--- src/rtl/load_store_unit.sv ---
`default_nettype none
// ============================================================================
// load_store_unit : single-outstanding load/store unit with bus timeout/flush
// Revision 1.0
// ============================================================================
module load_store_unit #(
    parameter int ADDR_W  = 32,
    parameter int TIMEOUT = 64
) (
    input  logic              i_clk,
    input  logic              i_rst,
    input  logic              i_valid,
    output logic              o_ready,
    input  logic [6:0]        i_opcode,
    input  logic [2:0]        i_funct3,
    input  logic [31:0]       i_alu_result,
    input  logic [31:0]       i_rs2,
    input  logic [4:0]        i_rd_addr,
    input  logic              i_rd_write,
    input  logic [31:0]       i_pc,
    input  logic              i_flush,
    output logic              o_stb,
    output logic              o_we,
    output logic [ADDR_W-1:0] o_addr,
    output logic [31:0]       o_wdata,
    output logic [3:0]        o_sel,
    input  logic              i_ack,
    input  logic              i_err,
    input  logic [31:0]       i_rdata,
    output logic              o_valid,
    output logic [4:0]        o_rd_addr,
    output logic              o_rd_write,
    output logic [31:0]       o_rd_data,
    output logic [31:0]       o_pc,
    output logic              o_exc,
    output logic [3:0]        o_exc_cause,
    output logic              o_stall
);
    localparam logic [6:0] OP_LOAD  = 7'b0000011;
    localparam logic [6:0] OP_STORE = 7'b0100011;
    localparam int         CNT_W    = (TIMEOUT > 2) ? $clog2(TIMEOUT) : 1;

    typedef enum logic [1:0] {
        S_IDLE  = 2'd0,
        S_WAIT  = 2'd1,
        S_DRAIN = 2'd2
    } state_t;

    state_t           state, state_nxt;
    logic [CNT_W-1:0] wait_cnt;
    logic             pend_store, pend_rd_write;
    logic [2:0]       pend_f3;
    logic [1:0]       pend_off;

    logic        is_load, is_store, is_mem, illegal, misaligned, accept, timeout_hit;
    logic        bus_done, commit;
    logic [1:0]  off;
    logic [31:0] st_wdata, ld_shift, ld_data;
    logic [3:0]  st_sel;

    assign off      = i_alu_result[1:0];
    assign is_load  = (i_opcode == OP_LOAD);
    assign is_store = (i_opcode == OP_STORE);
    assign is_mem   = is_load | is_store;
    assign o_ready  = (state == S_IDLE) && !i_rst;
    assign o_stall  = !o_ready;
    assign accept   = i_valid && o_ready && !i_flush;

    assign illegal = is_load  ? (i_funct3 == 3'd3 || i_funct3 == 3'd6 || i_funct3 == 3'd7)
                   : is_store ? (i_funct3 >= 3'd3) : 1'b0;
    assign misaligned = is_mem && ((i_funct3[1:0] == 2'b01 && off[0]) ||
                                   (i_funct3[1:0] == 2'b10 && off != 2'b00));

    assign timeout_hit = (TIMEOUT != 0) && (wait_cnt == CNT_W'(TIMEOUT - 1));
    // ack takes priority over an expiring timeout in the same cycle
    assign bus_done    = i_ack || timeout_hit;
    assign commit      = (state == S_WAIT) && bus_done && !i_flush;

    always_comb begin
        st_wdata = i_rs2;
        st_sel   = 4'b1111;
        if (is_store) begin
            case (i_funct3[1:0])
                2'b00: begin
                    st_wdata = {4{i_rs2[7:0]}};
                    st_sel   = 4'b0001 << off;
                end
                2'b01: begin
                    st_wdata = {2{i_rs2[15:0]}};
                    st_sel   = off[1] ? 4'b1100 : 4'b0011;
                end
                default: ;
            endcase
        end
    end

    always_comb begin
        ld_shift = i_rdata >> {pend_off, 3'b000};
        case (pend_f3)
            3'd0:    ld_data = {{24{ld_shift[7]}}, ld_shift[7:0]};
            3'd1:    ld_data = {{16{ld_shift[15]}}, ld_shift[15:0]};
            3'd4:    ld_data = {24'd0, ld_shift[7:0]};
            3'd5:    ld_data = {16'd0, ld_shift[15:0]};
            default: ld_data = ld_shift;
        endcase
    end

    always_comb begin
        state_nxt = state;
        case (state)
            S_IDLE:  if (accept && is_mem && !illegal && !misaligned) state_nxt = S_WAIT;
            S_WAIT:  if (bus_done) state_nxt = S_IDLE;
                     else if (i_flush) state_nxt = S_DRAIN;
            S_DRAIN: if (bus_done) state_nxt = S_IDLE;
            default: state_nxt = S_IDLE;
        endcase
    end

    always_ff @(posedge i_clk) begin
        if (i_rst) state <= S_IDLE;
        else       state <= state_nxt;
    end

    always_ff @(posedge i_clk) begin
        if (i_rst) begin
            wait_cnt      <= '0;
            pend_store    <= 1'b0;
            pend_rd_write <= 1'b0;
            pend_f3       <= 3'd0;
            pend_off      <= 2'd0;
            o_stb         <= 1'b0;
            o_we          <= 1'b0;
            o_addr        <= '0;
            o_wdata       <= 32'd0;
            o_sel         <= 4'd0;
            o_valid       <= 1'b0;
            o_rd_addr     <= 5'd0;
            o_rd_write    <= 1'b0;
            o_rd_data     <= 32'd0;
            o_pc          <= 32'd0;
            o_exc         <= 1'b0;
            o_exc_cause   <= 4'd0;
        end else begin
            o_valid     <= 1'b0;
            o_exc       <= 1'b0;
            o_exc_cause <= 4'd0;
            if (state == S_IDLE) begin
                if (accept) begin
                    o_rd_addr <= i_rd_addr;
                    o_pc      <= i_pc;
                    if (!is_mem) begin
                        o_valid    <= 1'b1;
                        o_rd_write <= i_rd_write;
                        o_rd_data  <= i_alu_result;
                    end else if (illegal || misaligned) begin
                        o_valid     <= 1'b1;
                        o_exc       <= 1'b1;
                        o_rd_write  <= 1'b0;
                        o_exc_cause <= illegal ? 4'd2 : (is_store ? 4'd6 : 4'd4);
                    end else begin
                        o_stb         <= 1'b1;
                        o_we          <= is_store;
                        o_addr        <= {i_alu_result[ADDR_W-1:2], 2'b00};
                        o_wdata       <= st_wdata;
                        o_sel         <= st_sel;
                        pend_store    <= is_store;
                        pend_rd_write <= i_rd_write;
                        pend_f3       <= i_funct3;
                        pend_off      <= off;
                        wait_cnt      <= '0;
                    end
                end
            end else if (bus_done) begin
                o_stb <= 1'b0;
                if (commit) begin
                    o_valid <= 1'b1;
                    if (i_ack && !i_err) begin
                        o_rd_write <= pend_store ? 1'b0 : pend_rd_write;
                        if (!pend_store) o_rd_data <= ld_data;
                    end else begin
                        o_rd_write  <= 1'b0;
                        o_exc       <= 1'b1;
                        o_exc_cause <= pend_store ? 4'd7 : 4'd5;
                    end
                end
            end else begin
                wait_cnt <= wait_cnt + 1'b1;
            end
        end
    end
endmodule
`default_nettype wire
--- config.mk ---
export PLATFORM = sky130hd
export DESIGN_NAME = load_store_unit
export DESIGN_NICKNAME = d
export VERILOG_FILES = /design/src/rtl/load_store_unit.sv
export SDC_FILE = /design/constraint.sdc
export NUM_CORES = 1
export LEC_CHECK = 0
export BUFFER_PORTS_ARGS = -buffer_cell sky130_fd_sc_hd__buf_2
export CORE_UTILIZATION = 50
export CTS_BUF_LIST = sky130_fd_sc_hd__clkbuf_4 sky130_fd_sc_hd__clkbuf_8 sky130_fd_sc_hd__clkbuf_16
export CTS_CLUSTER_DIAMETER = 50
export DETAILED_ROUTE_END_ITERATION = 10
export GPL_TIMING_DRIVEN = 0
export PLACE_DENSITY = 0.83
export SYNTH_ARGS = -nofsm -noshare
export SYNTH_HDL_FRONTEND = slang
export SYNTH_SLANG_ARGS = --single-unit
--- constraint.sdc ---
create_clock -name i_clk -period 2.98 [get_ports i_clk]
set_input_delay 0.596 -clock i_clk [delete_from_list [all_inputs] [get_ports i_clk]]
set_output_delay 0.596 -clock i_clk [all_outputs]
set_load 0.02 [all_outputs]
# Word-level counts from Yosys, hierarchy flattened
# Cells that the tools add are included.
# W data, S select, Z words.
[op_classes] n_addsub=1 n_mul=0 n_div=0 magnitude_cmp=1 n_eq_ne=23 n_shift=2 muxes=60 bitwise=2 n_reduce_logical=37
[op_table] op="$mux W32" n=8
[op_table] op="$pmux W32 S4" n=1
[op_table] op="$pmux W32 S2" n=1
[op_table] op="$shr A32 B5 Y32" n=1
[op_table] op="$mux W6" n=5
[op_table] op="$mux W1" n=27
[op_table] op="$mux W3" n=7
[op_table] op="$reduce_and A4 Y1" n=4
[op_table] op="$eq A3 B3 Y1 const B" n=4
[op_table] op="$logic_and A1 B1 Y1" n=12
[op_table] op="$mux W2" n=6
[op_table] op="$mux W4" n=3
[op_table] op="$ne A2 B2 Y1 const B" n=5
[op_table] op="$pmux W4 S2" n=1
[op_table] op="$reduce_bool A2 Y1" n=4
[op_table] op="$eq A7 B2 Y1 const B" n=1
[op_table] op="$eq A7 B6 Y1 const B" n=1
[op_table] op="$add A6 B1 Y6 const B" n=1
[op_table] op="$eq A6 B6 Y1 const B" n=1
[op_table] op="$logic_not A1 Y1" n=6
[op_table] op="$ne A2 B1 Y1 const B" n=3
[op_table] op="$pmux W2 S3" n=1
[op_table] op="$reduce_and A6 Y1" n=1
[op_table] op="$logic_or A1 B1 Y1" n=5
[op_table] op="other kinds (14)" n=17
[totals] ff_bits=158 latch_bits=0 ramBits=0 rom_bits=0 input_bits=150 out_inout_bits=148 elab_cells=143 mem_count=0

# Longest topological paths before layout
[logic_depth] depth_word=9 mapped_depth=8 mapped_depth_nobuf=6

# Worst setup path before layout
# No wires, ideal clock.
[synth_timing] kind="input -> register" start="input port i_rst" end="register o_sel[1]" setup_time_ns=0.132 arrival_time_ns=2.109 required_ns=2.848 path_slack_ns=0.739 cell_stages=8 n_path_buf=3 cell_sequence="buf_2 -> nor3_4 -> nand3b_2 -> or3_1 -> buf_2 -> buf_6 -> nor3_1 -> nor3_1"
[synth_via] elab_chain_len=5
[synth_rtl] item="start: declaration" line="11" rtl="input logic i_rst,"
[synth_rtl] item="$logic_not A1 Y1" line="65" rtl="assign o_ready = (state == S_IDLE) && !i_rst;"
[synth_rtl] item="$logic_and A1 B1 Y1" line="65"
[synth_rtl] item="via o_ready" line="13" rtl="output logic o_ready,"
[synth_rtl] item="$logic_and A1 B1 Y1 (2 in a row)" line="67" rtl="assign accept = i_valid && o_ready && !i_flush;"
[synth_rtl] item="$reduce_and A4 Y1 (no source line)"
[synth_rtl] item="end signal: assignment" line="165" rtl="o_sel <= st_sel;"
[synth_rtl] item="end: declaration" line="26" rtl="output logic [3:0] o_sel,"
# The timed path passes the listed nets, and every way through them passes these cells.
# A chain may end at the register's enable or synchronous reset.

# Final worst setup path
[layout_timing] start="register state[1]" end="register pend_f3[0]"
[layout_via] elab_chain_len=5
[layout_rtl] item="start: declaration" line="49" rtl="state_t state, state_nxt;"
[layout_rtl] item="start signal: assignment" line="121" rtl="else state <= state_nxt;"
[layout_rtl] item="$logic_not A2 Y1 *" line="65, 147"
[layout_rtl] item="$logic_and A1 B1 Y1" line="65"
[layout_rtl] item="$logic_and A1 B1 Y1 (2 in a row)" line="67"
[layout_rtl] item="$reduce_and A4 Y1 (no source line) *"
[layout_rtl] item="end signal: assignment" line="168" rtl="pend_f3 <= i_funct3;"
[layout_rtl] item="end: declaration" line="52" rtl="logic [2:0] pend_f3;"
# Mark *: on every way between the ends. The rest lies on a longest branch, timed or not.

==> flow_metrics.env <==
export IMPL_portBuffers=293
export IMPL_worst_slack_ps=755
export IMPL_yosys_register_bits=157
export IMPL_postCtsHoldBufs=0
export IMPL_antenna_found_initial=1
export IMPL_ys_seq_area_frac=0.448
export IMPL_worstRegToRegCells=6
export IMPL_detail_route_antenna_nets=0
export IMPL_reg2reg_setup_slack_ps=760
export IMPL_grt_overflow_total=0
export IMPL_end_kind="register"
export IMPL_mostFrequentLayoutCells="buf_2 (315), nand2_1 (200), dfxtp_1 (157)"
export IMPL_cts_sinks=157
export IMPL_routed_via_density=5.54
export IMPL_worstPathRequired_ps=3330
export IMPL_ir_drop_uv=393
export IMPL_async_reset_ff_frac=0
export IMPL_drtPass1Iterations=5
export IMPL_routedWlPerCell_um=17.4
export IMPL_root_buffer="clkbuf_16"
export IMPL_gp_congestion=0.894
export IMPL_p_sw_frac=0.232
export IMPL_pwr_share_comb=0.093
export IMPL_clkTransAtPathRegs_ps=60
export IMPL_hold_class="in -> reg"
export IMPL_fmax_ghz=0.449
export IMPL_clock_skew_ps=8.90
export IMPL_yosys_warnings=0
export IMPL_syn2layout_area_growth_pct=33.6
export IMPL_ys_types=53
export IMPL_synth_edff_count=0
export IMPL_core_sq_um=13500
export IMPL_criticalPathCategory="reg -> reg"
export IMPL_nets=1319
export IMPL_yosysTopAreaCell="dfxtp_1"
export IMPL_via_count=7530
export IMPL_syn_area_sq_um=7020
export IMPL_dieArea_sq_um=14500
export IMPL_post_cts_setup_buffers=0
export IMPL_drt_iter0_drc=639
export IMPL_r2r_end="pend_f3[0]"
export IMPL_final_layout_size_suffix_gt1_frac=0.332
export IMPL_boundaryPins=298
export IMPL_status="completed"
export IMPL_syn_inst=854
export IMPL_p_seq_frac=0.426
export IMPL_cts_tree="built"
export IMPL_post_route_period_util=0.747
export IMPL_h_tree_depth=4
export IMPL_synth_area_per_cell_sq_um=8.22
export IMPL_holdWs_ps=402
export IMPL_p_total_mw=5.06
export IMPL_slew_headroom=0.491
export IMPL_drv_cap=0
export IMPL_grt_pass1_vias=7099
export IMPL_grt_util_all_layers=0.324
export IMPL_tns_ps=0
export IMPL_die_h_um=120
export IMPL_cts_resized=0
export IMPL_grt_setup_unrepaired="false"
export IMPL_p_int_mw=3.89
export IMPL_p_leak_nw=4.10
export IMPL_worst_pin_slew_ps=763
export IMPL_numCtsBuffers=17
export IMPL_dp_hpwl_um=18000
export IMPL_start_kind="register"
export IMPL_cp_max_fo=10
export IMPL_cp_arrival_ps=2580
export IMPL_yosys_top_cells_area="dfxtp_1 (45%), nand2_1 (11%), a21oi_1 (7.0%)"
export IMPL_setup_viol=0
export IMPL_holdPathStages=3
export IMPL_die_w_um=120
export IMPL_grt_pass1_wl_um=36300
export IMPL_clock_latency_ps=430
export IMPL_route_detailed_drc=0
export IMPL_hold_end="o_pc[20]"
export IMPL_place_inst=1325
export IMPL_cellPowerDensity_nw_per_um2=539
export IMPL_hold_viol=0
export IMPL_fin_crit_ps=2220
export IMPL_clkPwrFrac=0.481
export IMPL_maxSlewViolCount=0
export IMPL_drt_wl_total_um=23700
export IMPL_synth_ff_type="dfxtp_1"
export IMPL_row_count=42
export IMPL_min_from="i_pc[20]"
export IMPL_clockBufferDepth=2
export IMPL_initial_core_util=0.522
export IMPL_stdcell_count=1358
export IMPL_switchingPower_mw=1.17
export IMPL_place_ws_ps=343
export IMPL_final_common_cell="buf_2"
export IMPL_reg2reg_from="state[1]"
export IMPL_grt_start_max_net_pins=17
export IMPL_synth_top_area_share=0.448
## Yosys cell counts (3+ instances only)
cell type / instances
dfxtp_1: 157
a221oi_1: 9
o41ai_1: 11
a21oi_1: 98
a211oi_1: 41
nor3_1: 29
buf_1: 8
buf_4: 5
inv_1: 5
nand3b_1: 19
nor2_1: 74
xor2_1: 5
clkbuf_1: 37
nand3_1: 5
nor2b_1: 5
mux2i_1: 23
o41ai_2: 6
o211ai_1: 8
o21ai_0: 15
mux2_2: 17
or2_2: 3
buf_2: 22
nand2_1: 200
nand2b_1: 3
a311oi_1: 12
## per-stage QoR
step	utilization	instance area (sq um)
final	0.697	9380
after global routing	0.697	9380
after CTS	0.697	9380
after detailed placement	0.648	8710
after global placement	0.648	8710
after floorplan	-	7030
## how the worst max path moves through the flow
stage,from,end,slack [ps],cells past startpoint
floorplan,i_rst,o_sel[1],740,8
global placement,i_opcode[3],pend_f3[0],390,7
detailed placement,i_opcode[3],pend_f3[0],340,7
CTS,state[1],pend_f3[0],770,6
global route,state[1],pend_f3[0],570,6
finish,state[1],pend_f3[0],760,6
## layer usage
layer | global-route usage | vias to the layer above | wire [um]
li1 | - | 3625 | -
met1 | 0.406 | 3497 | 9990
met2 | 0.527 | 351 | 11100
met3 | 0.0835 | 57 | 1920
met4 | 0.136 | 0 | 690
met5 | 0 | - | 0
## layout make-up
type | instances | area [sq um]
fill | 1147 | 4070
inverter | 6 | 22.5
antenna | 2 | 5.00
multi-input combinational | 619 | 3520
clock buffer | 22 | 482
tap | 176 | 220
buffer | 74 | 339
sequential | 157 | 3140
timing repair buffer | 293 | 1470
clock inverter | 9 | 181
## registers in the layout, indices dropped and copies added, names as in the netlist
| name | cells |
|---|---|
| pend_f3 | 3 |
| o_exc | 1 |
| pend_store | 1 |
| o_exc_cause | 3 |
| pend_off | 2 |
| state | 2 |
| o_rd_data | 32 |
| o_rd_addr | 5 |
| pend_rd_write | 1 |
| o_sel | 4 |
| o_wdata | 32 |
| o_stb | 1 |
| o_addr | 30 |
| o_rd_write | 1 |
| o_valid | 1 |
| wait_cnt | 6 |
| o_pc | 32 |
## worst max-delay path, cell delays in order, from the launching register on
cell	delay, ps
dfxtp_1	380
nor3_4	300
nand3b_2	230
nor3_4	490
clkbuf_1	460
nand2_1	140
a21oi_1	150
## power by group through the flow
stage	Combinational, mW	Clock [mW]	Sequential (mW)
2_1_floorplan	0.188	0	2.24
3_3_place_gp	0.458	0	2.20
3_5_place_dp	0.463	0	2.20
4_1_cts	0.467	2.45	2.15
5_1_grt	0.505	2.54	2.16
6_report	0.473	2.43	2.15
## kinds of logic (layout without fill, tap and decap cells)
family | after synthesis | in the layout | share of synthesized area
mux | 41 | 41 | 0.0633
compound gates | 214 | 214 | 0.207
other cells | 1 | 5 | 0.000534
flops | 157 | 157 | 0.448
fa+ha+maj | 1 | 1 | 0.00178
simple gates | 354 | 354 | 0.221
xor+xnor | 6 | 6 | 0.00749
buf+inv | 80 | 404 | 0.0515
No activity file was read; power rests on OpenSTA's default activity.
